[src/rtl/exu_arb.sv]
// exu_arb: arbitrates two ALU requesters onto one shared execute unit (IDLE -> EXEC -> RESP).
// Define EXU_ARB_RR_EN for round-robin tie breaking; default is fixed priority with req0 first.
module exu_arb #(
  parameter int XLEN = 32
) (
  input  logic            clk_i,
  input  logic            rst_i,
  input  logic            req0_valid_i,
  output logic            req0_ready_o,
  input  logic [XLEN-1:0] req0_pc_i,
  input  logic [XLEN-1:0] req0_rs1_i,
  input  logic [XLEN-1:0] req0_rs2_i,
  input  logic [XLEN-1:0] req0_imm_i,
  input  logic [1:0]      req0_a_sel_i,
  input  logic [1:0]      req0_b_sel_i,
  input  logic [2:0]      req0_comp_sel_i,
  input  logic [0:0]      req0_op_0_i,
  input  logic [2:0]      req0_op_1_i,
  input  logic            req1_valid_i,
  output logic            req1_ready_o,
  input  logic [XLEN-1:0] req1_pc_i,
  input  logic [XLEN-1:0] req1_rs1_i,
  input  logic [XLEN-1:0] req1_rs2_i,
  input  logic [XLEN-1:0] req1_imm_i,
  input  logic [1:0]      req1_a_sel_i,
  input  logic [1:0]      req1_b_sel_i,
  input  logic [2:0]      req1_comp_sel_i,
  input  logic [0:0]      req1_op_0_i,
  input  logic [2:0]      req1_op_1_i,
  output logic [XLEN-1:0] exu_pc_o,
  output logic [XLEN-1:0] exu_rs1_o,
  output logic [XLEN-1:0] exu_rs2_o,
  output logic [XLEN-1:0] exu_imm_o,
  output logic [1:0]      exu_a_sel_o,
  output logic [1:0]      exu_b_sel_o,
  output logic [2:0]      exu_comp_sel_o,
  output logic [0:0]      exu_op_0_o,
  output logic [2:0]      exu_op_1_o,
  input  logic [XLEN-1:0] exu_data_i,
  input  logic            exu_comp_i,
  output logic            rsp0_valid_o,
  input  logic            rsp0_ready_i,
  output logic            rsp1_valid_o,
  input  logic            rsp1_ready_i,
  output logic [XLEN-1:0] rsp_data_o,
  output logic            rsp_comp_o
);

`ifdef EXU_ARB_RR_EN
  localparam logic RR_EN = 1'b1;
`else
  localparam logic RR_EN = 1'b0;
`endif

  localparam int OPW = 4 * XLEN + 11;

  typedef enum logic [1:0] {
    ST_IDLE = 2'd0,
    ST_EXEC = 2'd1,
    ST_RESP = 2'd2
  } state_t;

  state_t          r_state;
  state_t          w_state_nxt;
  logic            r_gnt;
  logic            r_last;
  logic [OPW-1:0]  r_op;
  logic [XLEN-1:0] r_data;
  logic            r_comp;

  logic            w_any;
  logic            w_gnt_id;
  logic            w_accept;
  logic            w_rsp_hs;
  logic [OPW-1:0]  w_req0_op;
  logic [OPW-1:0]  w_req1_op;

  assign w_req0_op = {req0_pc_i, req0_rs1_i, req0_rs2_i, req0_imm_i, req0_a_sel_i,
                      req0_b_sel_i, req0_comp_sel_i, req0_op_0_i, req0_op_1_i};
  assign w_req1_op = {req1_pc_i, req1_rs1_i, req1_rs2_i, req1_imm_i, req1_a_sel_i,
                      req1_b_sel_i, req1_comp_sel_i, req1_op_0_i, req1_op_1_i};

  // Grant selection: ties go to the requester not served last only when round-robin is built in.
  always_comb begin
    w_any    = req0_valid_i | req1_valid_i;
    w_gnt_id = 1'b0;
    if (req0_valid_i && req1_valid_i) begin
      w_gnt_id = RR_EN ? ~r_last : 1'b0;
    end else if (req0_valid_i) begin
      w_gnt_id = 1'b0;
    end else begin
      w_gnt_id = 1'b1;
    end
    w_accept = (r_state == ST_IDLE) & w_any & ~rst_i;
    w_rsp_hs = (r_state == ST_RESP) & (r_gnt ? rsp1_ready_i : rsp0_ready_i);
  end

  // Next-state logic.
  always_comb begin
    w_state_nxt = r_state;
    case (r_state)
      ST_IDLE: begin
        if (w_accept) begin
          w_state_nxt = ST_EXEC;
        end else begin
          w_state_nxt = ST_IDLE;
        end
      end
      ST_EXEC: w_state_nxt = ST_RESP;
      ST_RESP: begin
        if (w_rsp_hs) begin
          w_state_nxt = ST_IDLE;
        end else begin
          w_state_nxt = ST_RESP;
        end
      end
      default: w_state_nxt = ST_IDLE;
    endcase
  end

  // State register.
  always_ff @(posedge clk_i) begin
    if (rst_i) begin
      r_state <= ST_IDLE;
    end else begin
      r_state <= w_state_nxt;
    end
  end

  // Operand capture on acceptance, result capture at the end of EXEC.
  always_ff @(posedge clk_i) begin
    if (rst_i) begin
      r_gnt  <= 1'b0;
      r_last <= 1'b1;
      r_op   <= {OPW{1'b0}};
      r_data <= {XLEN{1'b0}};
      r_comp <= 1'b0;
    end else begin
      if (w_accept) begin
        r_gnt  <= w_gnt_id;
        r_last <= w_gnt_id;
        r_op   <= w_gnt_id ? w_req1_op : w_req0_op;
      end
      if (r_state == ST_EXEC) begin
        r_data <= exu_data_i;
        r_comp <= exu_comp_i;
      end
    end
  end

  // Outputs are forced low while reset is held, even before the first clock edge.
  assign req0_ready_o = w_accept & ~w_gnt_id;
  assign req1_ready_o = w_accept & w_gnt_id;
  assign {exu_pc_o, exu_rs1_o, exu_rs2_o, exu_imm_o, exu_a_sel_o, exu_b_sel_o,
          exu_comp_sel_o, exu_op_0_o, exu_op_1_o} = rst_i ? {OPW{1'b0}} : r_op;
  assign rsp0_valid_o = (r_state == ST_RESP) & ~r_gnt & ~rst_i;
  assign rsp1_valid_o = (r_state == ST_RESP) & r_gnt & ~rst_i;
  assign rsp_data_o   = rst_i ? {XLEN{1'b0}} : r_data;
  assign rsp_comp_o   = rst_i ? 1'b0 : r_comp;

endmodule

[config.mk]
export PLATFORM = sky130hd
export DESIGN_NAME = exu_arb
export DESIGN_NICKNAME = d
export VERILOG_FILES = /design/src/rtl/exu_arb.sv
export SDC_FILE = /design/constraint.sdc
export NUM_CORES = 1
export LEC_CHECK = 0
export BUFFER_PORTS_ARGS = -buffer_cell sky130_fd_sc_hd__buf_4
export CAP_MARGIN = 10
export CORE_AREA = 5 5 188 190
export CTS_CLUSTER_SIZE = 25
export DETAILED_ROUTE_END_ITERATION = 10
export DIE_AREA = 0 0 193 195
export MAX_ROUTING_LAYER = met4
export PLACE_DENSITY = 0.64
export SYNTH_ARGS = -nofsm -noshare
export SYNTH_HDL_FRONTEND = slang
export SYNTH_SLANG_ARGS = --single-unit
[constraint.sdc]
create_clock -name clk_i -period 2.4 [get_ports clk_i]
set_input_delay 0.6 -clock clk_i [delete_from_list [all_inputs] [get_ports clk_i]]
set_output_delay 0.6 -clock clk_i [all_outputs]
set_load 0.05 [all_outputs]
==> results of run 1 <==
-- final timing paths --
check,depth (start not counted),start,slack (ns),to
max,4,r_state[0],0.16,req1_ready_o
min,3,exu_data_i[15],0.40,r_data[15]
max reg2reg,5,r_state[0],0.54,r_op[94]
min reg2reg,2,r_data[29],0.45,r_data[29]
-- placed cells by master, fill, tap and decap left out, types with 12 or more instances in the layout --
cell       count
buf_12        12
nor2_1       139
mux2_2        62
buf_4        512
mux2_4        77
a21oi_1       35
nand2_1       66
clkbuf_16     17
nor2b_1      138
and2b_1       32
dfxtp_1      175
mux2i_1      140
-- cells in the mapped netlist --
cell type  instances  area [µm²]
clkbuf_2           1        5.00
buf_4             12        90.1
nor4b_1            1        8.76
a21oi_1           35         175
nand3b_1           1        7.51
clkbuf_1          24        90.1
o21a_1             2        15.0
nor2b_1          140         876
buf_12             9         180
nand2_1           66         248
mux2_4            77        1160
nand2b_1           1        6.26
and2b_4            2        20.0
buf_2             29         145
nor4bb_1           1        10.0
and2_1             1        6.26
mux2_2            62         698
mux2i_1          140        1400
buf_6              3        33.8
nor3_2             1        10.0
nor2_1           139         522
and2b_1           32         240
dfxtp_1          175        3500
-- critical path: cells and delay by family, from the launching register on --
kind / cells / cell delay [ns]
AOI/OAI and AO/OA: 1 / 0.18
buffers and inverters: 1 / 0.21
DFF: 1 / 0.40
and+or+nand+nor: 2 / 0.40
-- logic make-up (layout without fill, tap and decap cells) --
group | after synthesis | after routing | share of synthesized area (%)
and+or+nand+nor | 385 | 385 | 20.7
muxes | 279 | 279 | 34.5
DFF | 175 | 175 | 37.1
buffers and inverters | 78 | 558 | 5.76
AOI/OAI and AO/OA | 37 | 37 | 2.01
-- registers in the layout, summed over array words and instances, names as in the netlist --
name / count
r_comp: 1
r_data: 32
r_gnt: 1
r_op: 139
r_state: 2
-- final cells by class --
| class | instances | area, µm² | area share [%] |
|---|---|---|---|
| well taps | 448 | 561 | 3.95 |
| flip-flops and latches | 175 | 3500 | 24.7 |
| multi-input cells | 701 | 5430 | 38.3 |
| clock buffers | 17 | 425 | 3.00 |
| clock inverters | 15 | 165 | 1.16 |
| repair buffers | 526 | 4110 | 29.0 |
-- power by group through the flow --
stage / registers (mW) / logic, mW / clock network, mW
final: 3.17 / 2.18 / 2.82
after global routing: 3.19 / 2.33 / 3.03
after CTS: 3.17 / 2.21 / 2.93
after detailed placement: 3.24 / 2.20 / 0
after global placement: 3.24 / 2.18 / 0
after floorplan: 3.22 / 1.42 / 0
-- layer usage --
metal | vias up | share of wire [%] | track usage, %
met3 | 29 | 7.1 | 4.41
met4 | 0 | 1.8 | 4.59
met2 | 251 | 51 | 27.1
li1 | 4092 | - | -
met1 | 3690 | 40 | 17.3
met5 | - | 0 | -
==> impl_metrics.yaml, run 1 <==
worst_setup_path:
  end_kind: "output pin"
  path_cells: "nor3_2 -> o21a_4 -> nor2b_2 -> buf_4"
  crit_arrival_ns: 1.64
  start_kind: "flip-flop"
  critPathKind: "reg2out"
  slowest_stage: "dfxtp_1"
  required_ns: 1.80
  critPathMaxStageDelay_ns: 0.40
  critPathMaxFanout: 6
placed_design:
  gp_congestion: 0.827
  port_buffers: 492
  detailed_place.area_um2: 13600
  dp_hpwl_um: 23400
  placed_cells: 1850
  pre_cts_ws_ns: 0.158
yosys:
  yosysSeqAreaShare_pct: 37.1
  syn-num-nets: 1271
  netlist_area_um2: 9450
  yosysWarnings: 0
  synthCells: 954
  avgSynthCellArea_um2: 9.90
  synth_cell_types: 23
  ys_ff_latch: 175
floorplan:
  rows: 67
  die_h_um: 195
  io_pins: 493
  dieWidth_um: 193
  dieArea_um2: 37600
  start_util_pct: 28.4
  core_um2: 33300
route:
  drt_pass1_iterations: 4
  drc_errors: 0
  vias: 8062
  drtIter0Drc: 197
  postRouteAntennaNets: 0
  avgRoutedWirePerCell_um: 15.9
  routed_wl_um: 30000
  post_drt_via_cell_ratio: 4.28
power:
  total_power_mw: 8.17
  peakVddDrop_mv: 0.451
  internal-power_mw: 5.66
  p_leak_nw: 7.03
  p_switching_mw: 2.51
  seqPwrFrac_pct: 38.8
  combPwrFrac_pct: 26.7
  sw_frac_of_total_pct: 30.8
  power_density_nw_per_um2: 575
  clkPwrFrac_pct: 34.5
cts:
  numCtsBuffers: 17
  cts.sinks: 175
  path_clk_slew_ns: 0.08
  cts-hold-fix-buffers: 0
  clkLatencyLatePin_ns: 0.44
  post_cts_buffers: 0
  cts_tree: "done"
  root_buffer: "clkbuf_16"
  cts_resized: 0
  clockBufferDepth: 2
  htree_levels: 4
timing:
  max_freq_ghz: 0.446
  fin_ws_ns: 0.155
  final_max_slew_viol_count: 0
  finalSetupViolCount: 0
  fin_crit_ns: 2.24
  grt_setup_unrepaired: "false"
  relSlewSlack_pct: 67.4
  fin_setup_tns_ns: 0
  holdWs_ns: 0.397
  finalHoldViolCount: 0
  finalClockSkew_ns: 0.00938
  fin_crit_sh_pct: 93.5
  tightest_slew_ns: 0.487
global_routing:
  overflow: 0
  grt_max_degree: 61
  grt_usage_pct: 15.6
  grt_pass1_wl_um: 44800
  grt_antenna_before_repair: 0
  grt_pass1_vias: 8314
finish:
  diodes: 0
  post-route-util_pct: 42.7
  syn2layout_area_growth_pct: 50.3
  fin_cells: 1882
  drive_gt1_share_pct: 49.2
  fillCellCount: 3225
  fin_nets: 1738
  final_area_um2: 14200
flow_run:
  max_cap_viol_count: 0
min_path:
  holdCritPathClass: "in2reg"
outcome:
  status: "finished clean"
Note: power is estimated with default switching activity, not from simulation.
==> run 2, diff against run 1 <==
--- a/config.mk
+++ b/config.mk
@@ -13,6 +13,7 @@
 export DIE_AREA = 0 0 193 195
 export MAX_ROUTING_LAYER = met4
 export PLACE_DENSITY = 0.64
+export REMOVE_ABC_BUFFERS = 1
 export SYNTH_ARGS = -nofsm -noshare
 export SYNTH_HDL_FRONTEND = slang
 export SYNTH_SLANG_ARGS = --single-unit
==> run 2 against run 1 <==
Fmax rose by 0.18%. Sequential power hardly changed. Non-clock buffer count grew 12. Clock-buffer cell count is 6 higher. Register-to-register slack improved by 0.06 ns. Combinational power about the same. Worst hold slack gained 0.018 ns. Utilization rose by 0.086 points. Largest cell class unchanged.
==> impl_metrics.yaml, run 2 (synthesis gave the netlist of run 1 again) <==
cts:
  cts.sinks: 175
  cts_tree: "done"
  root_buffer: "clkbuf_16"
  cts-hold-fix-buffers: 0
  htree_levels: 4
  numCtsBuffers: 17
  clockBufferDepth: 2
  post_cts_buffers: 0
  clkLatencyLatePin_ns: 0.42
  path_clk_slew_ns: 0.06
  cts_resized: 0
power:
  p_leak_nw: 7.07
  clkPwrFrac_pct: 32.3
  seqPwrFrac_pct: 40.2
  sw_frac_of_total_pct: 29.6
  combPwrFrac_pct: 27.5
  power_density_nw_per_um2: 555
  peakVddDrop_mv: 0.445
  p_switching_mw: 2.34
  internal-power_mw: 5.56
route:
  drc_errors: 0
  drt_pass1_iterations: 4
  drtIter0Drc: 129
  vias: 8103
  postRouteAntennaNets: 0
  avgRoutedWirePerCell_um: 15.6
  routed_wl_um: 29500
  post_drt_via_cell_ratio: 4.28
floorplan:
  dieArea_um2: 37600
  start_util_pct: 28.4
  io_pins: 493
  rows: 67
  dieWidth_um: 193
  core_um2: 33300
  die_h_um: 195
worst_setup_path:
  start_kind: "flip-flop"
  end_kind: "output pin"
  critPathMaxFanout: 6
  required_ns: 1.80
  crit_start: "r_state[1]"
  critPathKind: "reg2out"
  crit_arrival_ns: 1.64
  rr_startpoint: "r_state[1]"
min_path:
  hold_start: "exu_data_i[23]"
  holdCritPathClass: "in2reg"
finish:
  syn2layout_area_growth_pct: 50.6
  multiInputGateArea_um2: 5410
  final_common_cell: "buf_4"
  reg_top3: "r_op x139, r_data x32, r_state x2"
  largest_register_ffs: 139
  fillCellCount: 3255
  diodes: 0
  fin_nets: 1750
  final_area_um2: 14200
  regArea_um2: 3500
  max_flop_register: "r_op"
  layout_common_cells: "buf_4, dfxtp_1, mux2i_1"
  drive_gt1_share_pct: 49.1
timing:
  finalSetupViolCount: 0
  fin_crit_ns: 2.24
  finalClockSkew_ns: 0.00484
  tightest_slew_ns: 0.491
  grt_setup_unrepaired: "false"
  final_max_slew_viol_count: 0
  relSlewSlack_pct: 67.3
  finalHoldViolCount: 0
  fin_ws_ns: 0.159
  fin_crit_sh_pct: 93.4
  max_freq_ghz: 0.446
global_routing:
  grt_usage_pct: 15.2
  grt_pass1_vias: 8425
  overflow: 0
  grt_max_degree: 69
  grt_pass1_wl_um: 44000
  grt_antenna_before_repair: 0
flow_run:
  max_cap_viol_count: 0
placed_design:
  dp_hpwl_um: 23500
  gp_congestion: 0.780
  detailed_place.area_um2: 13700
  pre_cts_ws_ns: 0.185
  port_buffers: 492
outcome:
  status: "finished clean"
[run 2: area by class of cell]
cell class                      count  area share [%]
Timing Repair Buffer              538            29.7
Tap cell                          448            3.94
Clock inverter                      9           0.422
Sequential cell                   175            24.6
Multi-Input combinational cell    701            38.0
Clock buffer                       23            3.29
[run 2: power by group through the flow]
stage,Sequential (mW),Clock (mW),Combinational [mW]
after global routing,3.20,2.76,2.32
after global placement,3.24,0,2.17
after detailed placement,3.24,0,2.19
after CTS,3.18,2.65,2.20
final,3.18,2.55,2.17
after floorplan,3.22,0,1.28
[run 2: path summary, 6_finish.rpt]
check / endpoint / slack (ns) / cells past startpoint
max: req1_ready_o / 0.16 / 4
min: r_data[23] / 0.41 / 3
max reg2reg: r_op[6] / 0.60 / 4
min reg2reg: r_data[21] / 0.45 / 2
[run 2: worst max-delay path, cell delays in order (launching register included)]
cell and delay, ns:
dfxtp_1 0.37, nor3_2 0.27, o21a_4 0.21, nor2b_1 0.14
buf_4 0.21
[run 2: metrics by stage]
stage | TNS [ns] | hold slack, ns | util, % | instances | power (mW)
finish | 0 | 0.415 | 42.8 | 1894 | 7.90
detailed placement | 0 | 0.442 | 41.2 | 1862 | 5.44
floorplan | -458.09 | 0.426 | - | 876 | 4.50
global placement | 0 | 0.436 | 41.2 | 1862 | 5.41
CTS | 0 | 0.379 | 42.8 | 1894 | 8.03
global route | 0 | 0.388 | 42.8 | 1894 | 8.28
[run 2: layer usage]
layer / vias to the layer above / part of all wire, % / global-route usage, % / routed length (µm)
met1: 3676 / 40 / 16.6 / 11800
met4: 0 / 1.1 / 3.51 / 310
met3: 15 / 9.0 / 5.46 / 2650
met2: 295 / 50 / 26.5 / 14700
li1: 4117 / - / - / -
met5: - / 0 / - / 0
